$ cat src/rtl/muldiv_sequencer.sv
// Iterative multiply/divide sequencer for the execute stage.
// MUL uses a shift-add loop, UDIV/SDIV use a restoring divider. Both run
// for exactly WIDTH iterations. Divide-by-zero and the reserved op finish
// immediately with a zero result. The pipeline is stalled while an op is
// being accepted or is in flight.
//
// state | meaning
// IDLE  | waiting for start; operands are latched on acceptance
// CALC  | one datapath iteration per cycle, WIDTH cycles in total
// DONE  | result presented with result_valid for one cycle
module muldiv_sequencer #(
  parameter int WIDTH = 64,
  parameter int CNT_W = 7
) (
  input  logic             clk,
  input  logic             reset,
  input  logic             start,
  input  logic [1:0]       op,
  input  logic [WIDTH-1:0] operand_a,
  input  logic [WIDTH-1:0] operand_b,
  input  logic             flush,
  output logic             stall,
  output logic [WIDTH-1:0] result,
  output logic             result_valid
);

  typedef enum logic [1:0] {IDLE, CALC, DONE} state_t;

  localparam logic [1:0] OP_MUL  = 2'b00;
  localparam logic [1:0] OP_UDIV = 2'b01;
  localparam logic [1:0] OP_SDIV = 2'b10;
  localparam logic [1:0] OP_RSVD = 2'b11;

  localparam logic [CNT_W-1:0] LAST_ITER = CNT_W'(WIDTH - 1);

  state_t           state;
  logic [CNT_W-1:0] cnt;
  logic [1:0]       op_r;
  // a_r: multiplicand for MUL; dividend shifting out / quotient shifting in for divides
  logic [WIDTH-1:0] a_r;
  // b_r: multiplier for MUL; divisor magnitude for divides
  logic [WIDTH-1:0] b_r;
  // acc: product for MUL; partial remainder (WIDTH+1 bits) for divides
  logic [WIDTH:0]   acc;
  logic             neg_r;
  logic             dz_r;
  logic [WIDTH-1:0] result_q;

  logic [WIDTH-1:0] abs_a;
  logic [WIDTH-1:0] abs_b;
  logic             early_done;
  logic [WIDTH:0]   trial;
  logic             take;
  logic [WIDTH-1:0] res_calc;

  // Operand magnitudes, early-exit decode and the restoring-divide trial step
  always_comb begin
    abs_a = operand_a[WIDTH-1] ? (~operand_a + WIDTH'(1)) : operand_a;
    abs_b = operand_b[WIDTH-1] ? (~operand_b + WIDTH'(1)) : operand_b;
    early_done = (op == OP_RSVD) ||
                 ((op != OP_MUL) && (operand_b == '0));
    trial = {acc[WIDTH-1:0], a_r[WIDTH-1]};
    take  = (trial >= {1'b0, b_r});
  end

  // Final value: zero for the early-exit cases, product low half, or signed-corrected quotient
  always_comb begin
    res_calc = '0;
    if (!dz_r) begin
      if (op_r == OP_MUL)
        res_calc = acc[WIDTH-1:0];
      else if (neg_r)
        res_calc = ~a_r + WIDTH'(1);
      else
        res_calc = a_r;
    end
  end

  // result_valid and stall must react to flush and reset within the same cycle,
  // so they are decoded from the registered state rather than registered themselves.
  // Outside DONE the result register keeps the last delivered value.
  always_comb begin
    result_valid = !reset && !flush && (state == DONE);
    stall        = !reset && !flush &&
                   ((state == CALC) || ((state == IDLE) && start));
    result       = (state == DONE) ? res_calc : result_q;
  end

  // Sequencer FSM and datapath registers
  always_ff @(posedge clk or posedge reset) begin
    if (reset) begin
      state    <= IDLE;
      cnt      <= '0;
      op_r     <= '0;
      a_r      <= '0;
      b_r      <= '0;
      acc      <= '0;
      neg_r    <= 1'b0;
      dz_r     <= 1'b0;
      result_q <= '0;
    end else if (flush) begin
      state <= IDLE;
    end else begin
      case (state)
        IDLE: begin
          if (start) begin
            op_r  <= op;
            cnt   <= '0;
            acc   <= '0;
            neg_r <= 1'b0;
            dz_r  <= early_done;
            if (op == OP_SDIV) begin
              a_r   <= abs_a;
              b_r   <= abs_b;
              neg_r <= operand_a[WIDTH-1] ^ operand_b[WIDTH-1];
            end else begin
              a_r <= operand_a;
              b_r <= operand_b;
            end
            state <= early_done ? DONE : CALC;
          end
        end
        CALC: begin
          cnt <= cnt + CNT_W'(1);
          if (op_r == OP_MUL) begin
            if (b_r[0])
              acc <= {1'b0, acc[WIDTH-1:0] + a_r};
            a_r <= a_r << 1;
            b_r <= b_r >> 1;
          end else begin
            acc <= take ? (trial - {1'b0, b_r}) : trial;
            a_r <= {a_r[WIDTH-2:0], take};
          end
          if (cnt == LAST_ITER)
            state <= DONE;
        end
        DONE: begin
          result_q <= res_calc;
          state    <= IDLE;
        end
        default: state <= IDLE;
      endcase
    end
  end

endmodule

$ cat config.mk
export PLATFORM = sky130hd
export DESIGN_NAME = muldiv_sequencer
export DESIGN_NICKNAME = d
export VERILOG_FILES = /design/src/rtl/muldiv_sequencer.sv
export SDC_FILE = /design/constraint.sdc
export NUM_CORES = 1
export LEC_CHECK = 0
export CORE_UTILIZATION = 43
export DETAILED_ROUTE_END_ITERATION = 8
export PLACE_DENSITY = 0.7
export SKIP_CTS_REPAIR_TIMING = 1
export SLEW_MARGIN = 15
export SYNTH_ARGS = -nofsm -noshare
export SYNTH_HDL_FRONTEND = slang
export SYNTH_SLANG_ARGS = --single-unit
export TNS_END_PERCENT = 50
$ cat constraint.sdc
create_clock -name clk -period 26.3 [get_ports clk]
set_clock_uncertainty 0.2 [all_clocks]
set_input_delay 2.63 -clock clk [delete_from_list [all_inputs] [get_ports clk]]
set_output_delay 2.63 -clock clk [all_outputs]
set_load 0.1 [all_outputs]
==> out/qor.yml <==
crit_path_max_fanout: 7
port_buffers: 199
cts_root_buffer: "clkbuf_16"
synth_nets: 3545
synth-main-ff-cell: "dfrtp_1"
async_flop_share: 1.00
antenna_found_initial: 0
startpoint_type: "register"
place.gp.congestion: 0.980
synthTopCellsByArea: "dfrtp_1 (27%), nand2_1 (8.3%), o21ai_0 (7.4%)"
ys_warn_count: 0
drc: 0
ant_nets: 0
fillers: 5695
grt_pass1_wl_um: 127000
reg2reg_to: "acc[60]"
slew_violations: 0
worst_hold_path_type: "reg -> reg"
boundaryPins: 200
cts_tree: "built"
cp.required_ns: 23.47
setup.worst_path.start: "a_r[2]"
total_leakage_power_nw: 12.1
die-area_um2: 58100
vias: 24300
synth_cell_types: 94
timing.fmax_ghz: 0.116
finalCritPeriodShare: 0.328
hold_violations: 0
rsz0062_at_grt: "false"
drt_iter0_markers: 2078
crit_end: "result[63]"
final_nets: 3604
synth.largest_area_cell: "dfrtp_1"
setup_viol_count_final: 0
finalWirelength_um: 80400
dpl.hpwl_um: 60300
htreeDepth: 2
synth_top_area_share: 0.274
powerDensity_nw_per_um2: 104
die_x_um: 241
utilization: 0.499
maxCapViolCount: 0
layout_commonest_cell: "nand2_1"
numClockSinks: 269
ys_ff_latch: 269
drive_gt1_frac: 0.0435
final_cell_mix: "nand2_1 (545), o21ai_0 (364), a21oi_1 (287)"
clockBufferDepth: 3
syn_area_um2: 24600
postPlaceCellArea_um2: 27000
grt_max_degree: 132
core_um2: 56400
wl_per_cell_um: 19.5
diodes: 0
row_count: 87
cp.arrival_ns: 5.80
tightest_slew_ns: 1.09
end_kind: "output pin"
synth_edf_count: 0
ys_seq_area_frac: 0.274
final_area_um2: 28100
status: "finished clean"
overflow: 0
syn_inst: 3278
tns_ns: 0
syn-mean-instance-area_um2: 7.49
clk_latency_ns: 0.56
ir_drop_mv: 0.0764
r2r_cells: 13
clk_pin_slew_worst_paths_ns: 0.06
dr.pass1.iters: 7
die_y_um: 241
worst-setup-path-type: "reg -> out"
vias_per_cell: 5.90
period_needed_ns: 8.63
relSlewSlack: 0.271
cts_buffers: 34
r2r-start: "acc[0]"
grt_pass1_vias: 23100
syn_to_final_growth_pct: 14.6
hold_start: "result_q[57]"
rrSetupSlack_ns: 21.12
initial_core_util: 0.435
grt_usage: 0.276
-- cell families after synthesis --
family	Yosys count	synth area share
compound gates	1186	0.301
simple gates	1077	0.201
buf+inv	318	0.0495
xor+xnor	282	0.101
flops	269	0.274
fa+ha+maj	133	0.0684
mux	13	0.00555
-- area by class of cell --
cell class                 count  area, um2  area share
inverter                     115        439      0.0156
clock buffer                  48       1000      0.0357
clock inverter                10        113     0.00400
sequential                   269       6730       0.239
tap                          756        946      0.0336
multi-input combinational   2691      16700       0.594
timing repair buffer         226       2190      0.0778
-- worst min-delay path by stage --
| stage | to | slack (ns) | cells past startpoint |
|---|---|---|---|
| after CTS | result_q[57] | 0.28 | 2 |
| after global routing | result_q[37] | 0.30 | 2 |
| after detailed placement | result_q[57] | 0.26 | 2 |
| after global placement | result_q[54] | 0.26 | 2 |
| after floorplan | result_q[57] | 0.24 | 2 |
| final | result_q[57] | 0.27 | 2 |
-- synthesized netlist by cell type (51+ instances only) --
library cell and n:
nand2_1 545, o21ai_0 365, a21oi_1 287, dfrtp_1 269, nor2_1 208, clkbuf_1 169
xor2_1 142, xnor2_1 140, ha_1 131, inv_1 115, o211ai_1 96, a21o_1 78
a22oi_1 62, o31ai_1 51
-- worst max-delay path, cell delays in order, from the launching register on --
cell	delay, ns
dfrtp_1	0.44
or3_1	0.49
nand4b_1	0.57
nor4b_2	0.73
nand4_1	0.37
nor2b_2	0.37
nand3_1	0.23
o41ai_2	0.42
xnor2_1	0.11
a21oi_1	0.20
a22o_1	0.16
clkdlybuf4s50_1	1.14
-- power breakdown --
| group | leakage (nW) | total (mW) | internal (mW) | switching, mW |
|---|---|---|---|---|
| Sequential | 3.46 | 0.702 | 0.544 | 0.158 |
| Clock | 0.548 | 0.478 | 0.286 | 0.192 |
| Combinational | 8.11 | 1.75 | 0.575 | 1.17 |
| Total | 12.1 | 2.93 | 1.40 | 1.52 |
-- per-stage QoR --
step | std cells | setup slack (ns) | hold slack, ns | total power [mW]
after floorplan | 3278 | 16.06 | 0.243 | 1.98
after global placement | 4057 | 18.21 | 0.260 | 2.42
after detailed placement | 4057 | 18.19 | 0.261 | 2.43
after CTS | 4115 | 17.71 | 0.276 | 2.92
after global routing | 4115 | 17.42 | 0.302 | 3.12
final | 4115 | 17.67 | 0.273 | 2.93
-- routing by layer --
metal | vias up | share of wire | track usage
met2 | 694 | 0.47 | 0.465
met4 | 0 | 0.048 | 0.133
li1 | 11900 | - | -
met5 | - | 0 | 0
met1 | 11500 | 0.42 | 0.348
met3 | 157 | 0.054 | 0.0351
-- sequential cells by signal, summed over array words and instances (netlist names) --
| signal | count |
|---|---|
| b_r | 64 |
| op_r | 2 |
| dz_r | 1 |
| result_q | 64 |
| neg_r | 1 |
| state | 2 |
| cnt | 7 |
| a_r | 64 |
| acc | 64 |
(Power assumes the default switching activity.)
